## src/rtl/xt_bus_pkg.sv

```systemverilog
// Shared types and constants for the XT bus command generator and its neighbours
// (bus arbiter reuses the status decode and cycle types).
package xt_bus_pkg;

  // 8088 T-state sequence tracked by the command generator
  typedef enum logic [2:0] {
    ST_IDLE = 3'd0,
    ST_T1   = 3'd1,
    ST_T2   = 3'd2,
    ST_T3   = 3'd3,
    ST_TW   = 3'd4,
    ST_T4   = 3'd5
  } bus_state_t;

  // Encoding matches the raw S2..S0 status so a cast is a valid decode
  typedef enum logic [2:0] {
    CYC_INTA    = 3'b000,
    CYC_IOR     = 3'b001,
    CYC_IOW     = 3'b010,
    CYC_HALT    = 3'b011,
    CYC_FETCH   = 3'b100,
    CYC_MEMR    = 3'b101,
    CYC_MEMW    = 3'b110,
    CYC_PASSIVE = 3'b111
  } cycle_type_t;

  localparam logic [2:0] STATUS_PASSIVE = 3'b111;
  localparam logic [2:0] STATUS_HALT    = 3'b011;

endpackage

```

## src/rtl/xt_bus_status_decode.sv

```systemverilog
// Combinational S2..S0 decode: cycle type plus data-direction class.
module xt_bus_status_decode
  import xt_bus_pkg::*;
(
  input  logic [2:0]  status_i,
  output cycle_type_t cycle_type_o,
  output logic        is_read_o,
  output logic        is_write_o
);

  // is_read covers every cycle where the CPU receives data (INTA and fetch included)
  always_comb begin
    cycle_type_o = cycle_type_t'(status_i);
    is_read_o    = (cycle_type_o inside {CYC_INTA, CYC_IOR, CYC_FETCH, CYC_MEMR});
    is_write_o   = (cycle_type_o inside {CYC_IOW, CYC_MEMW});
  end

endmodule

```

## src/rtl/xt_bus_controller.sv

```systemverilog
// 8288-style bus command generator: S2..S0 -> T-states, ALE, command strobes,
// DT/R, DEN, wait-state insertion and DMA (AEN) strobe release.
// Optional macro XT_BUS_ADVANCED_WRITE_EN: write strobes assert at T2 instead of T3.
module xt_bus_controller
  import xt_bus_pkg::*;
#(
  parameter int unsigned CMD_DELAY_T  = 1,
  parameter int unsigned WAIT_TIMEOUT = 1023
) (
  input  logic       clock,
  input  logic       reset,
  input  logic       cpu_clock_en,
  input  logic [2:0] processor_status,
  input  logic       processor_ready,
  input  logic       address_enable_n,
  output logic       address_latch_enable,
  output logic       memory_read_n,
  output logic       memory_write_n,
  output logic       io_read_n,
  output logic       io_write_n,
  output logic       interrupt_acknowledge_n,
  output logic       data_transmit_receive_n,
  output logic       data_enable,
  output logic       halt_detected,
  output logic       no_command_state,
  output logic       wait_timeout
);

  localparam int unsigned DLY_W  = $clog2(CMD_DELAY_T + 2);
  localparam int unsigned WCNT_W = (WAIT_TIMEOUT < 2) ? 1 : $clog2(WAIT_TIMEOUT + 1);
  localparam logic [DLY_W-1:0]  DLY_TARGET = DLY_W'(CMD_DELAY_T);
  localparam logic [WCNT_W-1:0] WAIT_LIMIT = WCNT_W'(WAIT_TIMEOUT);
  localparam bit TIMEOUT_EN = (WAIT_TIMEOUT != 0);

  bus_state_t        state_q, state_d;
  cycle_type_t       cycle_q, cyc_d;
  logic              read_q, read_d;
  logic              write_q, write_d;
  logic              armed_q, armed_d;
  logic [WCNT_W-1:0] wait_cnt_q, wait_cnt_d;
  logic [DLY_W-1:0]  dly_cnt_q, dly_cnt_d;

  logic ale_q, ale_d;
  logic memr_n_q, memr_n_d;
  logic memw_n_q, memw_n_d;
  logic ior_n_q, ior_n_d;
  logic iow_n_q, iow_n_d;
  logic inta_n_q, inta_n_d;
  logic dtr_n_q, dtr_n_d;
  logic den_q, den_d;
  logic halt_q, halt_d;
  logic nocmd_q, nocmd_d;
  logic wto_q, wto_d;

  cycle_type_t dec_type;
  logic        dec_read;
  logic        dec_write;
  logic        can_start;
  logic        start_cycle;
  logic        halt_hit;
  logic        timeout_hit;
  logic        in_cycle;
  logic        rd_on;
  logic        wr_on;

  xt_bus_status_decode u_decode (
    .status_i     (processor_status),
    .cycle_type_o (dec_type),
    .is_read_o    (dec_read),
    .is_write_o   (dec_write)
  );

  assign can_start = (processor_status != STATUS_PASSIVE) && (processor_status != STATUS_HALT);

  // Next-state logic; every T-state advance is qualified by cpu_clock_en.
  // After reset a passive status must be seen before the first cycle starts,
  // so a status left over from before reset cannot launch a spurious cycle.
  always_comb begin
    state_d     = state_q;
    wait_cnt_d  = wait_cnt_q;
    dly_cnt_d   = dly_cnt_q;
    armed_d     = armed_q | (cpu_clock_en && (processor_status == STATUS_PASSIVE));
    start_cycle = 1'b0;
    halt_hit    = 1'b0;
    timeout_hit = 1'b0;
    if (cpu_clock_en) begin
      case (state_q)
        ST_IDLE: begin
          if (armed_q && can_start) begin
            state_d     = ST_T1;
            start_cycle = 1'b1;
          end else if (processor_status == STATUS_HALT) begin
            halt_hit = 1'b1;
          end
        end
        ST_T1: state_d = ST_T2;
        ST_T2: state_d = ST_T3;
        ST_T3: begin
          if (processor_ready) begin
            state_d = ST_T4;
          end else begin
            state_d    = ST_TW;
            wait_cnt_d = WCNT_W'(1);
          end
        end
        ST_TW: begin
          if (processor_ready) begin
            state_d = ST_T4;
          end else if (TIMEOUT_EN && (wait_cnt_q == WAIT_LIMIT)) begin
            state_d     = ST_T4;
            timeout_hit = 1'b1;
          end else begin
            wait_cnt_d = wait_cnt_q + WCNT_W'(1);
          end
        end
        ST_T4: begin
          if (can_start) begin
            state_d     = ST_T1;
            start_cycle = 1'b1;
          end else begin
            state_d  = ST_IDLE;
            halt_hit = (processor_status == STATUS_HALT);
          end
        end
        default: state_d = ST_IDLE;
      endcase
      // Clocks elapsed since T1, saturating; gates the read/INTA command delay
      if (start_cycle) begin
        dly_cnt_d = '0;
      end else if ((state_q != ST_IDLE) && (dly_cnt_q != '1)) begin
        dly_cnt_d = dly_cnt_q + DLY_W'(1);
      end
    end
  end

  // Output values for the state being entered; they are registered below
  always_comb begin
    cyc_d    = start_cycle ? dec_type  : cycle_q;
    read_d   = start_cycle ? dec_read  : read_q;
    write_d  = start_cycle ? dec_write : write_q;
    in_cycle = (state_d inside {ST_T1, ST_T2, ST_T3, ST_TW});
    rd_on    = in_cycle && (dly_cnt_d >= DLY_TARGET) && read_d;
`ifdef XT_BUS_ADVANCED_WRITE_EN
    wr_on    = (state_d inside {ST_T2, ST_T3, ST_TW}) && write_d;
`else
    wr_on    = (state_d inside {ST_T3, ST_TW}) && write_d;
`endif
    ale_d    = (state_d == ST_T1);
    memr_n_d = ~(rd_on && (cyc_d inside {CYC_MEMR, CYC_FETCH}));
    ior_n_d  = ~(rd_on && (cyc_d == CYC_IOR));
    inta_n_d = ~(rd_on && (cyc_d == CYC_INTA));
    memw_n_d = ~(wr_on && (cyc_d == CYC_MEMW));
    iow_n_d  = ~(wr_on && (cyc_d == CYC_IOW));
    dtr_n_d  = ~(in_cycle && read_d);
    den_d    = (state_d inside {ST_T2, ST_T3, ST_TW});
    nocmd_d  = (state_d inside {ST_IDLE, ST_T1, ST_T4});
    halt_d   = halt_hit;
    if (timeout_hit) begin
      wto_d = 1'b1;
    end else if (start_cycle) begin
      wto_d = 1'b0;
    end else begin
      wto_d = wto_q;
    end
  end

  // Bus FSM state, cycle latch and registered outputs
  always_ff @(posedge clock or posedge reset) begin
    if (reset) begin
      state_q    <= ST_IDLE;
      cycle_q    <= CYC_PASSIVE;
      read_q     <= 1'b0;
      write_q    <= 1'b0;
      armed_q    <= 1'b0;
      wait_cnt_q <= '0;
      dly_cnt_q  <= '0;
      ale_q      <= 1'b0;
      memr_n_q   <= 1'b1;
      memw_n_q   <= 1'b1;
      ior_n_q    <= 1'b1;
      iow_n_q    <= 1'b1;
      inta_n_q   <= 1'b1;
      dtr_n_q    <= 1'b1;
      den_q      <= 1'b0;
      halt_q     <= 1'b0;
      nocmd_q    <= 1'b1;
      wto_q      <= 1'b0;
    end else begin
      state_q    <= state_d;
      cycle_q    <= cyc_d;
      read_q     <= read_d;
      write_q    <= write_d;
      armed_q    <= armed_d;
      wait_cnt_q <= wait_cnt_d;
      dly_cnt_q  <= dly_cnt_d;
      ale_q      <= ale_d;
      memr_n_q   <= memr_n_d;
      memw_n_q   <= memw_n_d;
      ior_n_q    <= ior_n_d;
      iow_n_q    <= iow_n_d;
      inta_n_q   <= inta_n_d;
      dtr_n_q    <= dtr_n_d;
      den_q      <= den_d;
      halt_q     <= halt_d;
      nocmd_q    <= nocmd_d;
      wto_q      <= wto_d;
    end
  end

  // DMA ownership releases the command strobes and DEN without waiting for a clock
  assign memory_read_n           = memr_n_q | ~address_enable_n;
  assign memory_write_n          = memw_n_q | ~address_enable_n;
  assign io_read_n               = ior_n_q  | ~address_enable_n;
  assign io_write_n              = iow_n_q  | ~address_enable_n;
  assign interrupt_acknowledge_n = inta_n_q | ~address_enable_n;
  assign data_enable             = den_q & address_enable_n;
  assign address_latch_enable    = ale_q;
  assign data_transmit_receive_n = dtr_n_q;
  assign halt_detected           = halt_q;
  assign no_command_state        = nocmd_q;
  assign wait_timeout            = wto_q;

endmodule

```

## config.mk

```make
export PLATFORM = sky130hd
export DESIGN_NAME = xt_bus_controller
export DESIGN_NICKNAME = d
export VERILOG_FILES = /design/src/rtl/xt_bus_pkg.sv /design/src/rtl/xt_bus_status_decode.sv /design/src/rtl/xt_bus_controller.sv
export SDC_FILE = /design/constraint.sdc
export NUM_CORES = 1
export LEC_CHECK = 0
export ABC_AREA = 1
export BUFFER_PORTS_ARGS = -buffer_cell sky130_fd_sc_hd__buf_2
export CAP_MARGIN = 20
export CORE_ASPECT_RATIO = 0.9
export CORE_MARGIN = 4
export CORE_UTILIZATION = 40
export DETAILED_ROUTE_END_ITERATION = 16
export PLACE_DENSITY = 0.65
export SYNTH_ARGS = -nofsm -noshare
export SYNTH_HDL_FRONTEND = slang
export SYNTH_SLANG_ARGS = --single-unit
```

## constraint.sdc

```tcl
create_clock -name clock -period 3.9 [get_ports clock]
set_input_delay 0.78 -clock clock [delete_from_list [all_inputs] [get_ports clock]]
set_output_delay 0.78 -clock clock [all_outputs]
set_load 0.02 [all_outputs]
```

# == Yosys cells after proc, flatten, opt, wreduce, memory -nomap -nowiden ==
# Index checks and enable logic that the tools add are counted.
# word_totals
regBits,32
output_inout_bits,11
wordCells,125
# classes
eq_ne,29
add_sub_neg,2
n_reduce_logical,28
magnitude_cmp,1
muxes,33
bitwise,14
# op_table
operator,count
$eq 3x3->1 const B,11
$mux 10,3
$eq 3x2->1 const B,7
$pmux 10 s2,1
$mux 1,18
$pmux 3 s6,1
$mux 3,5
$logic_and 1x1->1,13
$eq 3x1->1 const B,4
$logic_not 3->1,4
$add 10x1->10 const B,1
$eq 10x10->1 const B,1
$reduce_bool 2->1,5
$reduce_bool 3->1,3
$ne 2x2->1 const B,4
$reduce_bool 4->1,2
$not 1->1,7
$mux 2,3
$or 1x1->1,6
$reduce_and 5->1,1
$pmux 1 s2,2
$ne 3x2->1 const B,1
$ne 3x3->1 const B,1
$add 2x1->2 const B,1
2 further kinds,2

# == Logic depth before layout (Yosys ltp) ==
# Gate-level depths: netlist of the first run.
# logic_depth
depth_word,13
mapped_depth,12
ltp_nobuf,12

# == Cells and area by module ==
# Synthesis of the first run repeated with hierarchy kept, for this count alone.
# unflattened
cells_unflattened,209
area_unflattened_um2,1687.9
# by_module_without_submodules
module,seq_area_each_um2,area_per_inst_um2,instances,cells_each
xt_bus_controller,813.3,1655.3,1,204
xt_bus_status_decode,0.0,32.5,1,5

# == Worst setup path after synthesis of the first run ==
# No wires, ideal clock.
# synth_timing
path_type,input-to-reg
from,in cpu_clock_en
to,reg wait_cnt_q[5]
path_slack_ns,2.113
n_path_buf,1
setup_time_ns,0.092
t_arrival_ns,1.695
required_time_ns,3.808
path_stages,6
path_cell_list,inv_1 -> or2_1 -> nor2_8 -> inv_2 -> buf_6 -> o31ai_2
# synth_between
elab_chain_cells,1
# synth_lines
element,line,source
from (decl),xt_bus_controller.sv:12,"input logic cpu_clock_en,"
$reduce_and 5->1 (no source line),-,
to (signal assigned),xt_bus_controller.sv:194,wait_cnt_q <= wait_cnt_d;
to (decl),xt_bus_controller.sv:40,"logic [WCNT_W-1:0] wait_cnt_q, wait_cnt_d;"
# Every way passes these cells.
# A chain may end at the register's enable or synchronous reset.

# == Final worst setup path of the first run ==
# layout_timing
from,in address_enable_n
to,out data_enable
# layout_between
elab_chain_cells,1
# layout_lines
element,line,source
from (decl),xt_bus_controller.sv:15,"input logic address_enable_n,"
$and 1x1->1,xt_bus_controller.sv:216,assign data_enable = den_q & address_enable_n;
to (decl),xt_bus_controller.sv:23,"output logic data_enable,"
# Every way passes these cells.

==> impl_metrics.tcl, run 1 <==
set metrics [dict create \
    status "completed" \
    worstHoldStart "armed_q$_DFF_PP0_" \
    cts_sinks 32 \
    area_growth_pct 15.09 \
    fin_skew_ns 0.002503 \
    reg2reg_depth 10 \
    vias 1302 \
    drv_cap 0 \
    ys_types 31 \
    wirelength_mm 3.181 \
    htreeDepth 2 \
    grt_pass1_vias 1240 \
    end_kind "primary output" \
    async_flop_share_pct 100.0 \
    pin_count 19 \
    dieHeight_um 69.54 \
    synthesis.area_mm2 0.001683 \
    drt_iter0_markers 77 \
    setup_tns_ns 0 \
    final_nets 227 \
    synth_edf_count 0 \
    numCtsBuffers 5 \
    placed_area_mm2 0.001829 \
    synth_area_per_cell_um2 8.765 \
    worst_pin_slew_ns 0.9493 \
    yosysWarnings 0 \
    path_clk_slew_ns 0.06 \
    final.period_utilization_pct 49.37 \
    die_w_um 76.37 \
    hold_buffers 0 \
    powerDensity_mw_per_mm2 759.2 \
    slew-limit-headroom_pct 36.65 \
    cts_tree "yes" \
    ys.flop_type "dfrtp_1" \
    path_class "in2out" \
    whs_path_depth 2 \
    whs_endpoint "armed_q$_DFF_PP0_" \
    rsz0062_at_grt "no" \
    die_area_mm2 0.005310 \
    yosysMostFrequentCell "nand2_1" \
    p_leak_nw 0.9632 \
    antenna_found_initial 0 \
    timing.rr.start "wait_cnt_q[0]$_DFFE_PP0P_" \
    initial_core_util_pct 41.31 \
    ys_seq_area_share_pct 48.33 \
    cp_data_required_time_ns 3.12 \
    final_antenna_net_count 0 \
    finalSetupViolCount 0 \
    gr-usage-all-layers_pct 13.51 \
    critPathLaunchType "input port" \
    antenna_cells 0 \
    synthesis.nets 202 \
    hp-class "reg2reg" \
    grt_pass1_wl_mm 5.754 \
    grt_max_degree 26 \
    ff2ff_setup_slack_ns 2.07 \
    core_area_mm2 0.004074 \
    portBuffers 18 \
    netlist_top_cells_count "nand2_1, inv_1, dfrtp_1, nor2_1, dfstp_2" \
    hold_viol 0 \
    synthTopCellsByArea "dfrtp_1, dfstp_2, nand2_1" \
    place_ws_ns 1.859 \
    clockBufferDepth 2 \
    yosysTopAreaCellShare_pct 32.71 \
    crit_path_max_fanout 6 \
    num_rows 22 \
    cts_root_buf "clkbuf_8" \
    drive_gt1_share_pct 27.98 \
    post_cts_resized 0 \
    r2r_end "ior_n_q$_DFF_PP1_" \
    post_drt_wl_per_cell_um 11.96 \
    vdd_ir_drop_max_mv 0.3312 \
    first_pass_iters 4 \
    gp_congestion 0.7898 \
    hold_ws_ns 0.4701 \
    drv_slew 0 \
    max_freq_ghz 0.5193 \
    grt_remaining_overflow 0 \
    route.detailed.drc 0 \
    ys_ff_latch 32 \
    via_per_inst 4.895 \
    synth_top_cell_by_area "dfrtp_1" \
    finalCriticalPeriod_ns 1.926 \
    fin_area_mm2 0.001937 \
    netlist_instances 192 \
    clock_latency_ns 0.28 \
    setup_ws_ns 1.974 \
    cp_data_arrival_time_ns 1.15 \
    hpwl_mm 2.357 \
    cts_setup_buffers 0 \
]
==> where the power goes <==
part	leakage [nW]	switching, mW	internal [mW]
registers	0.386	0.0889	0.477
clock network	0.0552	0.120	0.189
logic	0.522	0.403	0.192
total	0.963	0.612	0.859
==> state kept, by name, indices dropped and copies added, names as in the netlist <==
register and count:
armed_q 1, address_latch_enable 1, inta_n_q 1, memw_n_q 1, dly_cnt_q 2, halt_detected 1
cycle_q 3, wait_timeout 1, memr_n_q 1, no_command_state 1, wait_cnt_q 10, write_q 1
data_transmit_receive_n 1, read_q 1, den_q 1, ior_n_q 1, iow_n_q 1, state_q 3
==> cells in the final DEF, fill, tap and decap left out, types with 2 or more instances in the layout <==
cell type	synthesis	final
dfstp_2	10	10
nand2_4	2	2
o21ai_0	7	7
o31ai_1	2	2
o31ai_2	4	4
nand3_1	8	8
nand2_2	3	3
dfrtp_1	22	22
inv_2	5	5
nor2_1	11	11
or2_1	2	2
nand2_1	49	49
xor2_1	6	6
nor2_8	2	2
buf_2	0	18
ha_1	2	2
a21oi_1	6	6
o21ai_2	3	3
nand4_1	7	7
inv_1	25	25
clkbuf_8	0	5
nor3_1	5	5
==> final cells by class <==
cell class	count	area [um2]
fillers	399	2137
flip-flops and latches	32	813.3
multi-input cells	128	739.5
inverters	31	118.9
repair buffers	19	97.59
clock buffers	6	72.57
well taps	48	60.06
clock inverters	2	35.03
==> stage by stage <==
| step | util [%] | total power [mW] | instances |
|---|---|---|---|
| 5_1_grt | 47.54 | 1.608 | 266 |
| 3_5_place_dp | 44.90 | 1.164 | 258 |
| 6_report | 47.54 | 1.470 | 266 |
| 4_1_cts | 47.54 | 1.479 | 266 |
| 3_3_place_gp | 44.90 | 1.152 | 258 |
| 2_1_floorplan | - | 1.031 | 192 |
==> how the worst max path moves through the flow <==
stage	slack [ns]	endpoint	from	cells past startpoint
2_1_floorplan	2.11	wait_cnt_q[5]$_DFFE_PP0P_	cpu_clock_en	6
3_5_place_dp	1.86	inta_n_q$_DFF_PP1_	cpu_clock_en	9
6_report	1.97	data_enable	address_enable_n	4
3_3_place_gp	1.90	wait_cnt_q[4]$_DFFE_PP0P_	cpu_clock_en	7
5_1_grt	1.74	memr_n_q$_DFF_PP1_	wait_cnt_q[0]$_DFFE_PP0P_	10
4_1_cts	1.97	data_enable	address_enable_n	4
==> cells by family (layout without fill, tap and decap cells) <==
| logic type | Yosys count | count (layout) | share of synthesized area, % |
|---|---|---|---|
| and+or+nand+nor | 94 | 94 | 28.18 |
| DFF | 32 | 32 | 48.33 |
| buffers and inverters | 32 | 58 | 7.733 |
| adders and majority gates | 2 | 2 | 1.487 |
| AOI/OAI and AO/OA | 26 | 26 | 11.15 |
| xor gates and xnor gates | 6 | 6 | 3.123 |
==> critical path, cell delays in order <==
cell and delay (ns):
buf_2 0.12, nand2_1 0.05, inv_1 0.04, buf_2 0.15
==> per-layer routing <==
| layer | GRT usage (%) | vias up | wire [um] |
|---|---|---|---|
| li1 | - | 675 | - |
| met1 | 19.69 | 588 | 1715 |
| met2 | 17.85 | 34 | 1268 |
| met3 | 4.416 | 5 | 170 |
| met4 | 6.237 | 0 | 26 |
| met5 | 0 | - | 0 |
(Power assumes the default switching activity.)
==> inputs of run 2 (changes only) <==
--- a/config.mk
+++ b/config.mk
@@ -12,7 +12,7 @@
 export CORE_MARGIN = 4
 export CORE_UTILIZATION = 40
 export DETAILED_ROUTE_END_ITERATION = 16
-export PLACE_DENSITY = 0.65
+export PLACE_DENSITY = 0.67
 export SYNTH_ARGS = -nofsm -noshare
 export SYNTH_HDL_FRONTEND = slang
 export SYNTH_SLANG_ARGS = --single-unit
==> constraint.sdc (replaced) <==
create_clock -name clock -period 1.65 [get_ports clock]
set_input_delay 0.33 -clock clock [delete_from_list [all_inputs] [get_ports clock]]
set_output_delay 0.33 -clock clock [all_outputs]
set_load 0.02 [all_outputs]
==> run 2 against run 1 <==
  * The flow now finishes with violations (setup timing)
  * Clock power up 140%
  * Sequential share of layout area down 5.6 points
  * Cell count up 8.6%
  * Power rose to 2.8 times the previous value
  * Via count up 7.7%
  * First-iteration DRC count up 34%
  * Largest cell class is now multi-input gates
  * Routed wire length up 12%
  * Die area unchanged
  * Combinational power rose to 3.6 times the previous value
  * Flip-flop and latch count unchanged
  * Design area up 16%
  * Sequential power up 130%
  * Largest power group unchanged
==> impl_metrics.tcl, run 2 (synthesized netlist as in run 1, its figures left out) <==
set metrics [dict create \
    regMostFlops "wait_cnt_q" \
    worst_pin_slew_ns 0.4017 \
    final.period_utilization_pct 100.2 \
    setup_ws_ns -0.002608 \
    post-layout-total-power_mw 4.186 \
    hold_buffers 0 \
    final_antenna_net_count 0 \
    place_ws_ns -0.01789 \
    post_drt_wl_per_cell_um 12.36 \
    status "finished, violations left" \
    fin_skew_ns 0.007433 \
    placed_cells 270 \
    finalSetupViolCount 1 \
    grt_remaining_overflow 0 \
    hold_ws_ns 0.1141 \
    largestRegisters "wait_cnt_q (10), cycle_q (3), state_q (3)" \
    pin_count 19 \
    timing.rr.start "state_q[1]$_DFF_PP0_" \
    vdd_ir_drop_max_mv 0.6733 \
    crit_start "state_q[1]$_DFF_PP0_" \
    cts_tree "yes" \
    die_w_um 76.37 \
    clockBufferDepth 2 \
    gr-usage-all-layers_pct 13.21 \
    most-common-layout-cells "nand2_1, inv_1, buf_4, dfrtp_1, buf_2" \
    cts_root_buf "clkbuf_8" \
    drive_gt1_share_pct 44.40 \
    clock_latency_ns 0.29 \
    reg2reg_depth 10 \
    placed_area_mm2 0.001919 \
    p_leak_nw 1.100 \
    num_rows 22 \
    instances_no_fill 289 \
    core_area_mm2 0.004074 \
    grt_pass1_wl_mm 5.589 \
    violations "setup timing" \
    cp_data_arrival_time_ns 1.85 \
    drv_cap 0 \
    grt_max_degree 33 \
    fillers 372 \
    met3_length_um 195 \
    cp_data_required_time_ns 1.85 \
    via_per_inst 4.851 \
    area_growth_pct 33.31 \
    max_freq_ghz 0.6051 \
    numCtsBuffers 5 \
    route.met2.wl_mm 1.543 \
    drt_iter0_markers 103 \
    slew-limit-headroom_pct 72.53 \
    crit_path_max_fanout 7 \
    hold_viol 0 \
    fin_util_pct 55.07 \
    fin_area_mm2 0.002243 \
    initial_core_util_pct 41.31 \
    gp_congestion 0.8075 \
    ff2ff_setup_slack_ns -0.003 \
    dieHeight_um 69.54 \
    rsz0062_at_grt "yes" \
    finalCriticalPeriod_ns 1.653 \
    cts_sinks 32 \
    first_pass_iters 4 \
    wirelength_mm 3.573 \
    powerDensity_mw_per_mm2 1866 \
    hp-class "in2async" \
    setup_tns_ns -0.002608 \
    critPathLaunchType "register" \
    highest_layer "met4" \
    portBuffers 18 \
    route.detailed.drc 0 \
    final_nets 250 \
    largest_reg_flops 10 \
    grt_pass1_vias 1255 \
    multi_input_area_um2 845.8 \
    seq_area_um2 817.0 \
    vias 1402 \
    antenna_cells 0 \
    drv_slew 0 \
    hpwl_mm 2.331 \
    wl_met1_mm 1.728 \
    antenna_found_initial 0 \
    die_area_mm2 0.005310 \
    path_class "reg2reg" \
    path_clk_slew_ns 0.07 \
    end_kind "register" \
    htreeDepth 2 \
    final_common_cell "nand2_1" \
]
[run 2: final cells by class]
cell class	instances	area share, %
Inverter	31	5.633
Clock inverter	3	1.896
Tap cell	48	2.677
Clock buffer	5	3.067
Sequential cell	32	36.42
Multi-Input combinational cell	128	37.70
Timing Repair Buffer	42	12.60
[run 2: per-layer routing]
layer  vias up  global-route usage (%)
li1        717                       -
met1       645                   19.06
met2        31                   17.37
met3         9                   3.636
met4         0                   7.847
met5         -                       0
[run 2: final timing paths]
check | end
min | address_latch_enable$_DFF_PP0_
min reg2reg | armed_q$_DFF_PP0_
max reg2reg | memw_n_q$_DFF_PP1_
max in group asynchronous | cycle_q[1]$_DFF_PP1_
min in group clock | halt_detected$_DFF_PP0_
max | memw_n_q$_DFF_PP1_
[run 2: power by group]
part | switching [mW] | leakage [nW] | internal (mW)
Combinational | 1.25 | 0.663 | 0.876
Sequential | 0.192 | 0.382 | 1.14
Clock | 0.290 | 0.0541 | 0.446
[run 2: critical path: stages (launching register included)]
cell and delay, ns:
dfrtp_2 0.44, inv_2 0.10, nand3_2 0.12, nand2_2 0.11, nand3_2 0.10, nor2_4 0.18
inv_4 0.08, o21ai_4 0.18, nand2_2 0.08, a21oi_2 0.11, nand4_1 0.10
[run 2: what timing repair did]
item | in CTS | in global routing
buffers inserted | 0 | 11
cloned | 0 | 0
pin swaps | 0 | 12
gates resized for setup | 2 | 32
endpoints found under the setup margin | 1 | 15
